===== config.mk =====
export PLATFORM = sky130hd
export DESIGN_NAME = flop_bank_arbiter
export DESIGN_NICKNAME = d
export VERILOG_FILES = /design/src/rtl/flop_bank_pkg.sv /design/src/rtl/flop_bank_arbiter_rr_pick.sv /design/src/rtl/flop_bank_arbiter.sv
export SDC_FILE = /design/constraint.sdc
export NUM_CORES = 1
export LEC_CHECK = 0
export CORE_MARGIN = 2
export CORE_UTILIZATION = 30
export CTS_CLUSTER_DIAMETER = 150
export CTS_CLUSTER_SIZE = 10
export DETAILED_ROUTE_END_ITERATION = 12
export GPL_TIMING_DRIVEN = 0
export PLACE_DENSITY = 0.54
export SKIP_CTS_REPAIR_TIMING = 1
export SYNTH_ARGS = -nofsm -noshare
export SYNTH_HDL_FRONTEND = slang
export SYNTH_SLANG_ARGS = --single-unit
export TNS_END_PERCENT = 1

===== constraint.sdc =====
create_clock -name clk -period 5.8 [get_ports clk]
set_input_delay 0.58 -clock clk [delete_from_list [all_inputs] [get_ports clk]]
set_output_delay 0.58 -clock clk [all_outputs]
set_load 0.005 [all_outputs]

===== src/rtl/flop_bank_pkg.sv =====
// Shared definitions for the flop bank arbiter: op encoding and the ID width helper.
package flop_bank_pkg;

    typedef enum logic [1:0] {
        OP_NOP    = 2'b00,
        OP_LOAD   = 2'b01,
        OP_PRESET = 2'b10,
        OP_CLEAR  = 2'b11
    } op_t;

    // Width of a requester index; never below one bit.
    function automatic int id_width(input int n);
        return (n <= 2) ? 1 : $clog2(n);
    endfunction

endpackage


===== src/rtl/flop_bank_arbiter_rr_pick.sv =====
// Rotating priority pick: first set bit of i_mask at or after i_ptr, modulo N.
module rr_pick #(
    parameter int N  = 4,
    parameter int IW = 2
) (
    input  logic [N-1:0]  i_mask,
    input  logic [IW-1:0] i_ptr,
    output logic          o_valid,
    output logic [N-1:0]  o_onehot,
    output logic [IW-1:0] o_idx
);

    logic          w_found;
    logic [IW:0]   w_sum;
    logic [IW-1:0] w_idx;

    // NOTE: every signal written here gets a default first, so no path can infer a latch.
    always_comb begin
        w_found  = 1'b0;
        w_sum    = '0;
        w_idx    = '0;
        o_onehot = '0;
        o_idx    = '0;
        for (int k = 0; k < N; k++) begin
            w_sum = {1'b0, i_ptr} + (IW+1)'(k);
            w_idx = (w_sum >= (IW+1)'(N)) ? IW'(w_sum - (IW+1)'(N)) : IW'(w_sum);
            if (!w_found && i_mask[w_idx]) begin
                w_found         = 1'b1;
                o_onehot[w_idx] = 1'b1;
                o_idx           = w_idx;
            end
        end
        o_valid = w_found;
    end

endmodule


===== src/rtl/flop_bank_arbiter.sv =====
// Round-robin arbiter sharing one state register between requesters; CLEAR beats
// PRESET beats LOAD/NOP, with round-robin fairness inside the winning class.
module flop_bank_arbiter
    import flop_bank_pkg::*;
#(
    parameter int               N_REQ      = 4,
    parameter int               WIDTH      = 8,
    parameter logic [WIDTH-1:0] RESET_VAL  = '0,
    parameter logic [WIDTH-1:0] PRESET_VAL = '1
) (
    input  logic                           clk,
    input  logic                           reset,
    input  logic [N_REQ-1:0]               req,
    input  logic [2*N_REQ-1:0]             op,
    input  logic [N_REQ*WIDTH-1:0]         wdata,
    output logic [N_REQ-1:0]               gnt,
    output logic [WIDTH-1:0]               q,
    output logic                           upd,
    output logic [id_width(N_REQ)-1:0]     last_id
);

    localparam int IW = id_width(N_REQ);

    logic [N_REQ-1:0] w_clr_mask, w_pre_mask;
    logic             w_clr_valid, w_pre_valid, w_all_valid;
    logic [N_REQ-1:0] w_clr_oh, w_pre_oh, w_all_oh;
    logic [IW-1:0]    w_clr_idx, w_pre_idx, w_all_idx;

    logic             w_any;
    logic [N_REQ-1:0] w_gnt;
    logic [IW-1:0]    w_win;
    op_t              w_win_op;
    logic [WIDTH-1:0] w_win_data;
    logic [IW-1:0]    w_next_ptr;

    logic [WIDTH-1:0] r_q;
    logic [IW-1:0]    r_rr_ptr;
    logic [IW-1:0]    r_last_id;
    logic             r_upd;

    for (genvar i = 0; i < N_REQ; i++) begin : g_mask
        assign w_clr_mask[i] = req[i] && (op[2*i +: 2] == OP_CLEAR);
        assign w_pre_mask[i] = req[i] && (op[2*i +: 2] == OP_PRESET);
    end

    rr_pick #(.N(N_REQ), .IW(IW)) u_pick_clr (
        .i_mask(w_clr_mask), .i_ptr(r_rr_ptr),
        .o_valid(w_clr_valid), .o_onehot(w_clr_oh), .o_idx(w_clr_idx)
    );

    rr_pick #(.N(N_REQ), .IW(IW)) u_pick_pre (
        .i_mask(w_pre_mask), .i_ptr(r_rr_ptr),
        .o_valid(w_pre_valid), .o_onehot(w_pre_oh), .o_idx(w_pre_idx)
    );

    rr_pick #(.N(N_REQ), .IW(IW)) u_pick_all (
        .i_mask(req), .i_ptr(r_rr_ptr),
        .o_valid(w_all_valid), .o_onehot(w_all_oh), .o_idx(w_all_idx)
    );

    // First non-empty urgency class wins; reset suppresses any grant.
    always_comb begin
        w_any = 1'b0;
        w_gnt = '0;
        w_win = '0;
        if (!reset) begin
            if (w_clr_valid) begin
                w_any = 1'b1; w_gnt = w_clr_oh; w_win = w_clr_idx;
            end else if (w_pre_valid) begin
                w_any = 1'b1; w_gnt = w_pre_oh; w_win = w_pre_idx;
            end else if (w_all_valid) begin
                w_any = 1'b1; w_gnt = w_all_oh; w_win = w_all_idx;
            end
        end
    end

    assign w_win_op   = op_t'(op[2*int'(w_win) +: 2]);
    assign w_win_data = wdata[int'(w_win)*WIDTH +: WIDTH];
    assign w_next_ptr = (w_win == IW'(N_REQ-1)) ? '0 : w_win + 1'b1;

    // NOTE: state registers use non-blocking assignments so every flop samples pre-edge values.
    always_ff @(posedge clk or posedge reset) begin
        if (reset) begin
            r_q       <= RESET_VAL;
            r_rr_ptr  <= '0;
            r_last_id <= '0;
            r_upd     <= 1'b0;
        end else begin
            r_upd <= w_any;
            if (w_any) begin
                r_rr_ptr  <= w_next_ptr;
                r_last_id <= w_win;
                case (w_win_op)
                    OP_CLEAR:  r_q <= RESET_VAL;
                    OP_PRESET: r_q <= PRESET_VAL;
                    OP_LOAD:   r_q <= w_win_data;
                    default:   r_q <= r_q;
                endcase
            end
        end
    end

    assign gnt     = w_gnt;
    assign q       = r_q;
    assign upd     = r_upd;
    assign last_id = r_last_id;

endmodule


After elaboration in Yosys (flattened, before gate mapping)
Index checks and enable logic that the tools add are counted.

Add/subtract/negate cells: 8. Magnitude comparators: 12. Equal/unequal tests: 12. Shift-type cells: 2. Muxes and demuxes: 86. Bitwise operators: 9. Reductions and logical operators: 32.

Operators with widths (count): $mux W4 (16); $mux W2 (21); $or A4 B4 Y4 (9); $mux W1 (32); $shiftx A32 B6 Y8 (1); $bmux W1 S2 (12); $pmux W8 S3 (1); $eq A2 B2 Y1 const B (11); $logic_and A1 B1 Y1 (21); $lt A2 B3 Y1 const B (4); $ge A3 B3 Y1 const B (3); $logic_not A1 Y1 (9); $demux W1 S2 (4); $ge A2 B1 Y1 const B (4); $shiftx A8 B4 Y2 (1); $sub A2 B1 Y2 const B (4); $add A2 B2 Y3 const B (2); $add A2 B1 Y3 const B (1); $ge A2 B3 Y1 const B (1); $reduce_bool A3 Y1 (1); $add A2 B1 Y2 const B (1); $eq A2 B1 Y1 const B (1); $reduce_and A2 Y1 (1).

Flip-flop bits (word level): 13. Input port bits: 46.

Logic depth before layout (Yosys ltp)
Word-level depth: 22. Gate-level depth with buffers: 17. Mapped depth without buffers: 13.

Modules after synthesis
Synthesis repeated with hierarchy kept, for this count alone.

Cell total of the unflattened synthesis: 247. Area total of the unflattened synthesis: 2401.1 um2.

By module, submodules not included: rr_pick (instances 3, cells each 45, area an instance 421.7 um2, sequential area each 0.0 um2); flop_bank_arbiter (instances 1, cells each 112, area an instance 1136.1 um2, sequential area each 325.3 um2).

Least setup slack after synthesis
Ideal clock, no wire load.

Kind: register -> register. Start point: reg r_rr_ptr[0]. End point: reg r_q[0], in the netlist q[0]. Setup time: 0.069 ns. Arrival: 4.651 ns. Required time: 5.731 ns. Slack: 1.081 ns. Stages on the path, launching flop included: 17. Path buffers: 5. Period minus slack after synthesis: 4.719 ns. Cells stage by stage: dfrtp_1 > buf_4 > inv_2 > ha_1 > buf_2 > mux4_2 > buf_2 > o32ai_1 > a2111oi_0 > o21ai_1 > buf_2 > mux2_2 > ha_1 > or3_1 > clkbuf_1 > nor3b_1 > a221o_1.

Word-level cells in the longest chain between the ends: 22. Elaborated cells between the ends (all ways): 97. Those cells by class: 7 x add/sub; 4 x order compare; 3 x eq/ne; 2 x shift; 61 x mux; 20 x reduce/logical.

Ends and longest elaborated chain: from (decl) (RTL line flop_bank_arbiter.sv:37) `logic [IW-1:0] r_rr_ptr;`; from (signal assigned) (RTL line flop_bank_arbiter.sv:91) `r_rr_ptr <= w_next_ptr;`; branches (longest 22 deep; another with $add A2 B1 Y3); to (signal assigned) (RTL line flop_bank_arbiter.sv:96) `OP_LOAD: r_q <= w_win_data;`; to (signal assigned) (RTL line flop_bank_arbiter.sv:97) `default: r_q <= r_q;`; to (decl) (RTL line flop_bank_arbiter.sv:36) `logic [WIDTH-1:0] r_q;`.

Parallel ways; which one is timed is not known. The select of a mux whose other input is x is not followed. A chain may end at the register's enable or synchronous reset.

Worst setup path in the final report
Start point: reg r_rr_ptr[1]. End point: reg r_q[4], in the netlist q[4].

The elaborated chain is that of the path after synthesis.

==> flow_summary_export.csv <==
group,metric,value,unit
synthesis,synth_fa_ha_area_frac,0.0608,
synthesis,netlist_top_cells_area,"dfrtp_1 14%, mux4_2 12%, ha_1 6.1%",
synthesis,syn_area,0.00226,sq mm
critical_path,critPathLaunchType,"flip-flop",
worst_hold_path,holdPathStages,2,
synthesis,synth_simple_gate_area_share,0.197,
synthesis,synth-xor-area-share,0,
floorplan,core,0.00729,sq mm
grt,grt_max_degree,15,
layout,final_util,0.417,
synthesis,syn_nets,301,
drt,wire_per_inst,18.1,um
floorplan,io_pins,61,
drt,ant_nets,0,
critical_path,end_kind,"flip-flop",
layout,stdcell_count,405,
layout,drive_above_1_share,0.154,
layout,fillers,763,
floorplan,dieArea,0.00826,sq mm
sta,fmax,0.187,GHz
synthesis,synth-compound-area-share,0.285,
drt,met1Wirelength,3540,um
grt,antenna_found_initial,0,
pwr,p_per_area,419,mW/mm^2
clocking,root_buffer,"clkbuf_8",
synthesis,synth_cell_types,60,
sta,setup_viol,0,
critical_path,r2r_slack,0.45,ns
synthesis,synth_top_family_by_area,"compound AO/OA/AOI/OAI gates",
sta,slew_violations,0,
clocking,clk_latency,0.25,ns
floorplan,die_w,90.9,um
grt,grt_use_total,0.175,
critical_path,critical_path_class,"reg -> reg",
job,maxCapViolations,0,
clocking,clock_path_buffers,2,
layout,nets,364,
synthesis,synthArstFlopShare,1.00,
sta,post-route-period-util,0.922,
drt,wl_met3,286,um
critical_path,cp_max_fo,10,
sta,max-slew-margin-rel,0.422,
worst_hold_path,hold_path_class,"reg -> reg",
placed_design,numPortBuffers,58,
grt,grt_pass1_wl,11800,um
worst_hold_path,min-delay-start,"last_id[0]",
drt,avgViaCountPerCell,5.70,
clocking,cts_buffers,3,
status,outcome,"finished clean",
drt,totalWireLength,7340,um
drt,drt_first_pass_iters,4,
sta,hold_slack,0.472,ns
pwr,p_leak,0.00117,uW
synthesis,synth_mux_area_frac,0.241,
synthesis,ys_seq_area_frac,0.144,
layout,antenna_cells,0,
critical_path,r2r_cells,15,
placed_design,placed_area,0.00297,sq mm
grt,grt_pass1_vias,2181,
drt,drt_iter0_drc,213,
sta,rsz0062_at_grt,"false",
critical_path,arrival,5.53,ns
sta,setup_tns,0,ns
placed_design,place_inst,401,
critical_path,worst_r2r_startpoint,"r_rr_ptr[1]",
drt,vias,2308,
floorplan,die_h,90.9,um
critical_path,r2r_end,"q[4]",
critical_path,worstPathRequired,5.98,ns
clocking,htree_num_levels,1,
synthesis,synth_ff_type,"dfrtp_1",
synthesis,avgSynthCellArea,9.28,sq um
sta,worst_slew_pin_slew,0.859,ns
floorplan,row_count,31,
synthesis,netlist_instances,244,
grt,overflow,0,
drt,wl_met2,3390,um
synthesis,ys_ff_latch,13,
clocking,cts.reportedPaths.clkPinSlew,0.05,ns
sta,finClkSkew,0.00778,ns
drt,topRoutingLayerUsed,"met4",
clocking,cts_num_sinks,13,
sta,min_period,5.35,ns
synthesis,synth_top_area_share,0.144,
synthesis,yosysTopAreaCell,"dfrtp_1",
worst_hold_path,min_to,"last_id[0]",
layout,syn_to_final_growth,34.3,%
placed_design,gp_congestion,0.903,
pwr,peakVddDrop,0.160,mV
drt,drc,0,
layout,finalInstanceArea,0.00304,sq mm
synthesis,yosys_warnings,0,
placed_design,hpwlAfterDp,5710,um
synthesis,synth_edf_count,0,
clocking,cts_tree,"done",
floorplan,start_util,0.311,
sta,hold_viol_final,0,
## worst max path at each step
stage | from | endpoint | slack, ns | depth (start not counted)
6_report | r_rr_ptr[1] | q[4] | 0.45 | 15
5_1_grt | r_rr_ptr[1] | q[5] | 0.10 | 15
4_1_cts | r_rr_ptr[1] | q[6] | -0.15 | 15
3_5_place_dp | r_rr_ptr[1] | q[1] | -0.14 | 15
3_3_place_gp | r_rr_ptr[1] | q[1] | -0.06 | 15
2_1_floorplan | r_rr_ptr[0] | q[0] | 1.08 | 16
## Yosys cell counts, drive strengths merged, types with 5 or more instances
cell,count
a22oi,7
nor2,12
a31oi,7
ha,11
nor3b,5
mux4,17
nor4,5
inv,5
a21oi,15
dfrtp,13
o21ai,16
and3b,5
nand2,15
nand3b,5
mux2i,10
a221o,9
nand3,11
clkbuf,8
nor3,5
buf,15
nor2b,5
## cell usage in the layout (no fill, tap or decap), types with 9 or more instances in the layout
cell type         n
clkdlybuf4s50_1  58
a21oi_1          15
nand2_1          15
o21ai_0          13
dfrtp_1          13
mux4_2           12
nor2_1           11
nand3_1          11
ha_1             11
mux2i_1          10
clkbuf_1          9
a221o_1           9
## logic make-up after synthesis
family	Yosys count
AOI/OAI and AO/OA	84
and+or+nand+nor	77
muxes	31
buffers and inverters	28
DFF	13
adders and majority gates	11
## layout make-up
class | count | area (sq um) | share of cell area
repair buffers | 58 | 581 | 0.191
flip-flops and latches | 13 | 325 | 0.107
well taps | 99 | 124 | 0.0407
plain buffers | 23 | 145 | 0.0477
inverters | 5 | 18.8 | 0.00617
multi-input cells | 203 | 1800 | 0.593
clock buffers | 4 | 45.0 | 0.0148
## through the flow
step,power [uW],setup WS [ns]
after floorplan,875,1.08
after global placement,1160,-0.0570
after detailed placement,1170,-0.139
after CTS,1250,-0.151
after global routing,1380,0.103
final,1270,0.453
## power by group
part / switching [uW] / internal, uW
registers: 32.0 / 124
clock network: 34.0 / 48.6
logic: 551 / 485
total: 617 / 657
## registers in the layout, summed over array words and instances, names as in the netlist
register / count
last_id: 2
q: 8
r_rr_ptr: 2
upd: 1
## critical path: stages, from the launching register on
cell       delay (ns)
dfrtp_1          0.59
inv_1            0.27
ha_1             0.34
buf_2            0.24
mux4_2           0.54
buf_2            0.20
o32ai_1          0.30
a2111oi_0        0.19
o21ai_2          0.35
buf_2            0.33
mux2_2           0.39
ha_1             0.22
or3_1            0.34
clkbuf_1         0.30
nor3b_4          0.47
a221o_1          0.21
## layer usage
metal	up-vias	GRT usage
met3	10	0.0200
met2	58	0.271
li1	1120	-
met1	1120	0.264
met5	-	0
met4	0	0.0328
No activity file was read; power rests on OpenSTA's default activity.
